<file path="config.mk">
export PLATFORM = sky130hd
export DESIGN_NAME = bj_resolve_flat
export DESIGN_NICKNAME = d
export VERILOG_FILES = /design/src/rtl/bj_resolve_pkg.sv /design/src/rtl/bj_bus_ifs.sv /design/src/rtl/bj_cond_cmp.sv /design/src/rtl/bj_resolve.sv /design/src/flat_wrapper.sv
export SDC_FILE = /design/constraint.sdc
export NUM_CORES = 1
export LEC_CHECK = 0
export CORE_MARGIN = 5
export CORE_UTILIZATION = 46
export CTS_CLUSTER_DIAMETER = 120
export DETAILED_ROUTE_END_ITERATION = 6
export GPL_TIMING_DRIVEN = 0
export PLACE_DENSITY = 0.89
export SETUP_SLACK_MARGIN = 0.4
export SYNTH_ARGS = -nofsm -noshare
export SYNTH_HDL_FRONTEND = slang
export SYNTH_HIERARCHICAL = 1
export SYNTH_SLANG_ARGS = --single-unit
</file>
<file path="constraint.sdc">
create_clock -name clk -period 3.6 [get_ports clk]
set_clock_uncertainty 0.05 [all_clocks]
set_input_delay 0.72 -clock clk [delete_from_list [all_inputs] [get_ports clk]]
set_output_delay 0.72 -clock clk [all_outputs]
set_load 0.005 [all_outputs]
</file>
<file path="src/rtl/bj_resolve_pkg.sv">
// Shared types for the execute-stage branch/jump resolution slice.
package bj_resolve_pkg;

    localparam int XLEN = 32;

    typedef logic [XLEN-1:0] CpuType;

    // Branch/jump operation codes; unlisted encodings behave as NONE
    typedef enum logic [3:0] {
        NONE = 4'd0,
        JAL  = 4'd1,
        JALR = 4'd2,
        BEQ  = 4'd3,
        BNE  = 4'd4,
        BLT  = 4'd5,
        BGE  = 4'd6,
        BLTU = 4'd7,
        BGEU = 4'd8
    } BjOpType;

    // Resolution unit state: IDLE accepts redirects, SHADOW kills wrong-path slots
    typedef enum logic {
        IDLE   = 1'b0,
        SHADOW = 1'b1
    } BjStateType;

endpackage

</file>
<file path="src/rtl/bj_bus_ifs.sv">
// Branch/jump redirect bus between the execute stage and the fetch PC generator.
interface BjBusIfs #(
    parameter int XLEN = 32
);

    logic            FeBjEn;
    logic [XLEN-1:0] BjPc;

    modport Ex (output FeBjEn, output BjPc);
    modport Fe (input FeBjEn, input BjPc);

endinterface

</file>
<file path="src/rtl/bj_cond_cmp.sv">
// Combinational branch condition evaluator, shared with future predictor checks.
module bj_cond_cmp
    import bj_resolve_pkg::*;
#(
    parameter int XLEN = 32
) (
    input  logic [3:0]      bjOp_i,
    input  logic [XLEN-1:0] rs1_i,
    input  logic [XLEN-1:0] rs2_i,
    output logic            taken_o
);

    BjOpType opCode;

    assign opCode = BjOpType'(bjOp_i);

    // Decide taken from the operation and operands; reserved codes never take
    always_comb begin
        taken_o = 1'b0;
        case (opCode)
            JAL, JALR: taken_o = 1'b1;
            BEQ:       taken_o = (rs1_i == rs2_i);
            BNE:       taken_o = (rs1_i != rs2_i);
            BLT:       taken_o = ($signed(rs1_i) <  $signed(rs2_i));
            BGE:       taken_o = ($signed(rs1_i) >= $signed(rs2_i));
            BLTU:      taken_o = (rs1_i <  rs2_i);
            BGEU:      taken_o = (rs1_i >= rs2_i);
            default:   taken_o = 1'b0;
        endcase
    end

endmodule

</file>
<file path="src/rtl/bj_resolve.sv">
// Execute-stage branch/jump resolution: registered redirect, link write and
// wrong-path squash through a shadow counter.
module bj_resolve
    import bj_resolve_pkg::*;
#(
    parameter int XLEN       = 32,
    parameter int SHADOW_CYC = 2
) (
    input  logic            clk,
    input  logic            rstn,
    input  logic            iValid,
    input  logic [3:0]      iBjOp,
    input  logic [XLEN-1:0] iPc,
    input  logic [XLEN-1:0] iPcAdd4,
    input  logic [XLEN-1:0] iRs1,
    input  logic [XLEN-1:0] iRs2,
    input  logic [XLEN-1:0] iImm,
    input  logic            iFlushExt,
    BjBusIfs.Ex             oBjBus,
    output logic            oLinkEn,
    output logic [XLEN-1:0] oLinkData,
    output logic            oKill,
    output logic            oMisalign
);

    BjStateType      stateQ, stateD;
    logic [2:0]      cntQ, cntD;
    logic            feBjEnQ, feBjEnD;
    logic [XLEN-1:0] bjPcQ, bjPcD;
    logic            linkEnQ, linkEnD;
    logic [XLEN-1:0] linkDataQ, linkDataD;
    logic            misalignQ, misalignD;

    BjOpType         opCode;
    logic            taken;
    logic            eff;
    logic            isJump;
    logic [XLEN-1:0] jalrSum;
    logic [XLEN-1:0] target;
    logic            redirect;

    assign opCode  = BjOpType'(iBjOp);
    assign isJump  = (opCode == JAL) || (opCode == JALR);
    assign jalrSum = iRs1 + iImm;
    assign target  = (opCode == JALR) ? (jalrSum & {{(XLEN-1){1'b1}}, 1'b0})
                                      : (iPc + iImm);

    bj_cond_cmp #(
        .XLEN (XLEN)
    ) uCondCmp (
        .bjOp_i  (iBjOp),
        .rs1_i   (iRs1),
        .rs2_i   (iRs2),
        .taken_o (taken)
    );

    // Kill is live only while shadow slots remain; a flush or reset drops it at once
    always_comb begin
        oKill = rstn && !iFlushExt && (stateQ == SHADOW) && (cntQ != 3'd0);
    end

    assign eff      = iValid && !oKill && !iFlushExt;
    assign redirect = eff && taken && (target[1:0] == 2'b00);

    // Next-state for the shadow FSM and the one-cycle registered outputs
    always_comb begin
        stateD    = stateQ;
        cntD      = cntQ;
        feBjEnD   = redirect;
        bjPcD     = redirect ? target : '0;
        misalignD = eff && taken && (target[1:0] != 2'b00);
        linkEnD   = eff && isJump;
        linkDataD = (eff && isJump) ? iPcAdd4 : '0;
        if (iFlushExt) begin
            stateD = IDLE;
            cntD   = 3'd0;
        end else begin
            case (stateQ)
                IDLE: begin
                    if (redirect) begin
                        stateD = SHADOW;
                        cntD   = 3'(SHADOW_CYC);
                    end
                end
                SHADOW: begin
                    if (cntQ != 3'd0) begin
                        cntD = cntQ - 3'd1;
                    end
                    if (cntQ <= 3'd1) begin
                        stateD = IDLE;
                    end
                end
                default: begin
                    stateD = IDLE;
                    cntD   = 3'd0;
                end
            endcase
        end
    end

    // State and output registers with synchronous active-low reset
    always_ff @(posedge clk) begin
        if (!rstn) begin
            stateQ    <= IDLE;
            cntQ      <= 3'd0;
            feBjEnQ   <= 1'b0;
            bjPcQ     <= '0;
            linkEnQ   <= 1'b0;
            linkDataQ <= '0;
            misalignQ <= 1'b0;
        end else begin
            stateQ    <= stateD;
            cntQ      <= cntD;
            feBjEnQ   <= feBjEnD;
            bjPcQ     <= bjPcD;
            linkEnQ   <= linkEnD;
            linkDataQ <= linkDataD;
            misalignQ <= misalignD;
        end
    end

    assign oBjBus.FeBjEn = feBjEnQ;
    assign oBjBus.BjPc   = bjPcQ;
    assign oLinkEn       = linkEnQ;
    assign oLinkData     = linkDataQ;
    assign oMisalign     = misalignQ;

endmodule

</file>
<file path="src/flat_wrapper.sv">
// flat-port wrapper written by rule: the top's interface ports become plain ports
module bj_resolve_flat import bj_resolve_pkg::*;
#(
    parameter int XLEN       = 32,
    parameter int SHADOW_CYC = 2
)
  (clk, rstn, iValid, iBjOp, iPc, iPcAdd4, iRs1, iRs2, iImm, iFlushExt, oLinkEn, oLinkData, oKill, oMisalign, oBjBus_FeBjEn, oBjBus_BjPc);
  BjBusIfs #(.XLEN(XLEN)) oBjBus_i ();
  input  logic clk;
  input  logic rstn;
  input  logic iValid;
  input  logic [3:0] iBjOp;
  input  logic [XLEN-1:0] iPc;
  input  logic [XLEN-1:0] iPcAdd4;
  input  logic [XLEN-1:0] iRs1;
  input  logic [XLEN-1:0] iRs2;
  input  logic [XLEN-1:0] iImm;
  input  logic iFlushExt;
  output logic oLinkEn;
  output logic [XLEN-1:0] oLinkData;
  output logic oKill;
  output logic oMisalign;
  output wire logic [$bits(oBjBus_i.FeBjEn)-1:0] oBjBus_FeBjEn;
  output wire logic [$bits(oBjBus_i.BjPc)-1:0] oBjBus_BjPc;
  assign oBjBus_FeBjEn = oBjBus_i.FeBjEn;
  assign oBjBus_BjPc = oBjBus_i.BjPc;
  bj_resolve #(.XLEN(XLEN), .SHADOW_CYC(SHADOW_CYC)) u_core (.clk(clk), .rstn(rstn), .iValid(iValid), .iBjOp(iBjOp), .iPc(iPc), .iPcAdd4(iPcAdd4), .iRs1(iRs1), .iRs2(iRs2), .iImm(iImm), .iFlushExt(iFlushExt), .oBjBus(oBjBus_i), .oLinkEn(oLinkEn), .oLinkData(oLinkData), .oKill(oKill), .oMisalign(oMisalign));
endmodule
</file>
After elaboration in Yosys (flattened, before gate mapping) --
Cells that the tools add are included.
Cells by class: add/sub/neg operators 3, multiplexer cells 8, reduce and logical (&&, ||, !) cells 20, equal/unequal tests 12, bitwise logic cells 2, magnitude comparators 5
Operators with widths (count):
- 32-bit adder | 2
- 32-bit >= comparator | 2
- 32-bit less-than comparator | 2
- 32-bit == test | 1
- 32-bit two-way mux | 1
- 32-bit != test | 1
- 4-bit by 3-bit == test with 1-bit output (second input constant) | 4
- 1-bit logical AND | 9
- 4-bit by 2-bit == test with 1-bit output (second input constant) | 2
- 1-bit one-hot mux with 7 select lines | 1
- 3-bit two-way mux | 2
- 3-bit one-hot mux with 2 select lines | 1
- 2-bit AND reduction | 3
- 4-bit by 1-bit == test with 1-bit output (second input constant) | 1
- 4-bit == test (second input constant) | 1
- 2-bit OR reduction | 2
- 3-bit by 1-bit less-or-equal comparator with 1-bit output (second input constant) | 1
- 3-bit nonzero test | 1
- 3-bit by 1-bit subtractor with 3-bit output (second input constant) | 1
- 1-bit zero test | 2
- 2-bit zero test | 1
- 1-bit two-way mux | 2
- 2-bit by 1-bit != test with 1-bit output (second input constant) | 1
- 2-bit != test (second input constant) | 1
- other kinds (4) | 5
Word-level totals: flip-flop bits (word level) 71, word-level logic and storage cells 57, input port bits 168, output and inout bits 68

Longest topological paths before layout --
word-level depth 11, gate-level depth with buffers 13, gate-level depth less buffers 13

By module --
Netlist, hierarchy kept.
Modules (own cells, without submodules):
- bj_resolve | times used 1, cells an instance 664, area each 5408.9 um^2, sequential area each 1421.4 um^2
- bj_cond_cmp | times used 1, cells an instance 132, area each 984.7 um^2, sequential area each 0.0 um^2

Least setup slack after synthesis --
Ideal clock, no wire load.
kind input -> register, from in iRs1[0], to reg u_core.bjPcQ[26] (netlist: u_core/oBjBus.BjPc[26]), data required time 3462 ps, cell stages on the path 11, setup time 88 ps, data arrival time 3190 ps, setup slack 272 ps, buffers on the path 0, cells stage by stage and2_1 fa_1 a21o_1 a2111oi_4 a21oi_2 or3_1 a21o_1 a41o_1 a31oi_1 xor2_1 a211oi_1
Between the ends: word-level cells in the longest chain between the ends 5, elaborated cells between the ends (all ways) 13, classes of those cells 1 x add/sub; 4 x order compare; 2 x eq/ne; 2 x mux; 4 x reduce/logical
RTL lines:
- start, declared | line flat_wrapper.sv:15 | input logic [XLEN-1:0] iRs1;
- 32-bit >= comparator, or another cell as far along | line bj_cond_cmp.sv:27 | BGEU: taken_o = (rs1_i >= rs2_i);
- 1-bit one-hot mux with 7 select lines or 32-bit two-way mux (tied branches) | line bj_cond_cmp.sv:20, bj_resolve.sv:45
- 1-bit logical AND or 2-bit zero test (tied branches) | line bj_resolve.sv:63 | assign redirect = eff && taken && (target[1:0] == 2'b00);
- 1-bit logical AND | line bj_resolve.sv:63
- 2-bit AND reduction (no line)
- end signal, assigned | line bj_resolve.sv:115 | bjPcQ <= bjPcD;
- end, declared | line bj_resolve.sv:29 | logic [XLEN-1:0] bjPcQ, bjPcD;
Parallel ways exist; a longest one is shown, timed or not. A chain may end at the register's enable or synchronous reset.

Worst setup path after layout --
from in iImm[0], to reg u_core.bjPcQ[28] (netlist: u_core/oBjBus.BjPc[28])
Between the ends: word-level cells in the longest chain between the ends 5, elaborated cells between the ends (all ways) 6, classes of those cells 2 x add/sub; 1 x mux; 3 x reduce/logical
RTL lines:
- start, declared | line flat_wrapper.sv:17 | input logic [XLEN-1:0] iImm;
- 32-bit adder, on equally long branches | line bj_resolve.sv:46, bj_resolve.sv:44
- 32-bit two-way mux * | line bj_resolve.sv:45 | assign target = (opCode == JALR) ? (jalrSum & {{(XLEN-1){1'b1}}, 1'b0})
- 2-bit zero test | line bj_resolve.sv:63
- 1-bit logical AND | line bj_resolve.sv:63
- 2-bit AND reduction (no line)
Every way passes the cells marked *; elsewhere a longest branch is shown, timed or not.

==> flow_summary.ini <==
[outcome]
outcome = complete, no violations

[timing]
slew_violations = 0
timing.fmax_mhz = 291
period_minus_slack_ns = 3.43
period_share_pct = 95.3
rsz0062_at_grt = true
setup_violations = 0
slew_headroom_pct = 51.5
worst_slew_pin_slew_ns = 0.727
final_hold_viol_count = 0

[grt]
grt_use_met3_pct = 6.67
grt_util_met2_pct = 53.5
gr-total-overflow = 0
grt_pass1_wl_um = 39600
track_usage_pct = 30.6
antenna_found_initial = 3
grt_use_met1_pct = 34.7
grt_pass1_vias = 7538
busiest_layer = met2
grt_max_degree = 13

[worst_setup_path]
crit_start = iImm[0]
cp_max_fo = 3
critPathRequiredTime_ns = 3.77
critPathKind = input port to register
cp-end-kind = register
rr_endpoint = u_core/oBjBus.BjPc[29]
r2r_cells = 10
worstPathArrival_ns = 3.60
reg2reg_slack_ns = 1.37
endpoint = u_core/oBjBus.BjPc[28]
r2r-start = u_core/cntQ[0]
start_kind = input port

[detailed_routing]
ant_nets = 0
drtIter0Drc = 623
firstDrtPassIters = 7
finalWirelength_um = 27700
route.detailed.drc = 0
avgViaCountPerCell = 5.98
wire_per_inst_um = 21.8
via_count = 7592

[synthesis]
ys_ff_latch = 71
seq_area_frac_synth_pct = 22.2
ys.flop_type = dfxtp_1
synth_top_area_share_pct = 22.2
syn_inst = 796
synth.area.top_cells = dfxtp_1 22%, ha_1 19%, a21oi_1 7.5%
ys_warn_count = 6
avgSynthCellArea_um2 = 8.03
synthTopCellsByCount = 96 x a21oi_1, 96 x ha_1, 71 x dfxtp_1, 56 x inv_1, 56 x nand2_1
yosysUniqueCellTypes = 65
synth_area_mm2 = 0.00639
synthArstFlopShare_pct = 0
synth_edf_count = 0
synth_top_area_cell = dfxtp_1

[floorplanning]
dieArea_mm2 = 0.0164
fp.dieH_um = 128
rows = 43
core_area_mm2 = 0.0138
initial_core_util_pct = 46.4
die_w_um = 128
ios = 236

[placed_design]
post_dp_cell_area_mm2 = 0.00898
gp_congestion = 0.946
dp_hpwl_um = 18500
numPlacedInstances = 1212
port_buffers = 235

[pwr]
total_power_uw = 3090
p_leak_uw = 0.00459
max-vdd-ir-drop_uv = 232
p_per_area_mw_per_mm2 = 288

[run]
drv_cap = 0

[final_layout]
nets = 1349
drive_gt1_share_pct = 26.1
fin_area_mm2 = 0.0107
multi_input_area_mm2 = 0.00582
syn2layout_area_growth_pct = 67.5
layout.cells.non_filler = 1270
fillers = 866
utilization_pct = 77.7
regArea_mm2 = 0.00142

[clocking]
insertion_delay_ns = 0.33
cts_buffer_depth = 2
clock_sinks = 71
holdBufCountCts = 0
clkTransAtPathRegs_ns = 0.06
cts_buffers = 9
cts_tree = yes
htreeDepth = 3
cts_root_buffer = clkbuf_16

[min_path]
worstHoldPathType = register to register
## per-stage QoR
stage	TNS, ns	hold WS (ns)	setup WS [ns]
2_1_floorplan	0	0.423	0.310
3_3_place_gp	-33.70	0.454	-1.21
3_5_place_dp	-36.47	0.459	-1.24
4_1_cts	0	0.487	0.201
5_1_grt	0	0.544	0.154
6_report	0	0.501	0.169
## worst max-delay path, stage by stage
cell and delay, ns:
buf_6 0.09, and2_4 0.15, fa_2 0.39, a21o_1 0.21
a2111oi_4 0.45, a21oi_2 0.13, buf_4 0.17, o311ai_2 0.37
a21oi_1 0.18, o21ai_2 0.24, a22o_1 0.19, xor2_1 0.20
o22ai_1 0.11
## cell type report
type / instances / share of cell area (%)
multi-input combinational: 651 / 54.4
clock inverter: 5 / 0.760
clock buffer: 10 / 2.23
sequential: 71 / 13.3
inverter: 56 / 2.03
antenna: 3 / 0.0701
buffer: 19 / 1.34
tap: 180 / 2.10
timing repair buffer: 275 / 23.8
## where the power goes
group / switching, uW / leakage [uW] / internal [uW]
combinational: 680 / 0.00386 / 623
sequential: 2.64 / 0.000573 / 793
clock: 365 / 0.000155 / 623
## metal layers
metal / part of all wire [%] / routed length [um] / vias up
li1: - / - / 3454
met1: 37 / 10400 / 3553
met2: 49 / 13500 / 478
met3: 8.1 / 2240 / 107
met4: 5.6 / 1540 / 0
met5: 0 / 0 / -
## state kept, by name, indices dropped and copies added, names as in the netlist
name / cells
u_core/cntQ: 3
u_core/oLinkData: 32
u_core/oMisalign: 1
u_core/stateQ: 1
u_core/oBjBus.BjPc: 32
u_core/oBjBus.FeBjEn: 1
u_core/oLinkEn: 1
## cell families (layout without fill, tap and decap cells)
kind of cell	count (synthesis)	after routing	synth area share [%]
AOI/OAI and AO/OA	253	253	26.5
and+or+nand+nor	239	239	19.2
adders and majority gates	98	98	19.4
buffers and inverters	75	365	4.40
DFF	71	71	22.2
xor gates and xnor gates	54	54	7.40
muxes	5	5	0.783
other	1	5	0.0587
## repair_timing
item	CTS	global route
pin swaps	62	65
buffers inserted	28	10
endpoints found under the setup margin	36	32
cloned	2	0
gates resized for setup	248	186
## cell usage in the layout, fill, tap and decap left out, types with 25 or more instances in the layout
cell type        Yosys  final
xnor2_1             31     31
inv_2                0     25
nor2_1              53     46
a21oi_1             96     72
and2_1              37     36
dfxtp_1             71     71
clkdlybuf4s50_1      0    153
clkbuf_2             0     37
buf_4                0     34
ha_1                96     50
inv_1               56     29
ha_4                 0     42
a21o_1              39     39
nand2_1             56     52
## how the worst min path moves through the flow
stage                              from  slack, ns  depth (start not counted)             to
after CTS                 u_core/stateQ       0.49                          2  u_core/stateQ
after global routing      u_core/stateQ       0.54                          2  u_core/stateQ
after global placement    u_core/stateQ       0.45                          2  u_core/stateQ
after floorplan           u_core/stateQ       0.42                          2  u_core/stateQ
after detailed placement  u_core/stateQ       0.46                          2  u_core/stateQ
final                     u_core/stateQ       0.50                          2  u_core/stateQ
No activity file was read; power rests on OpenSTA's default activity.
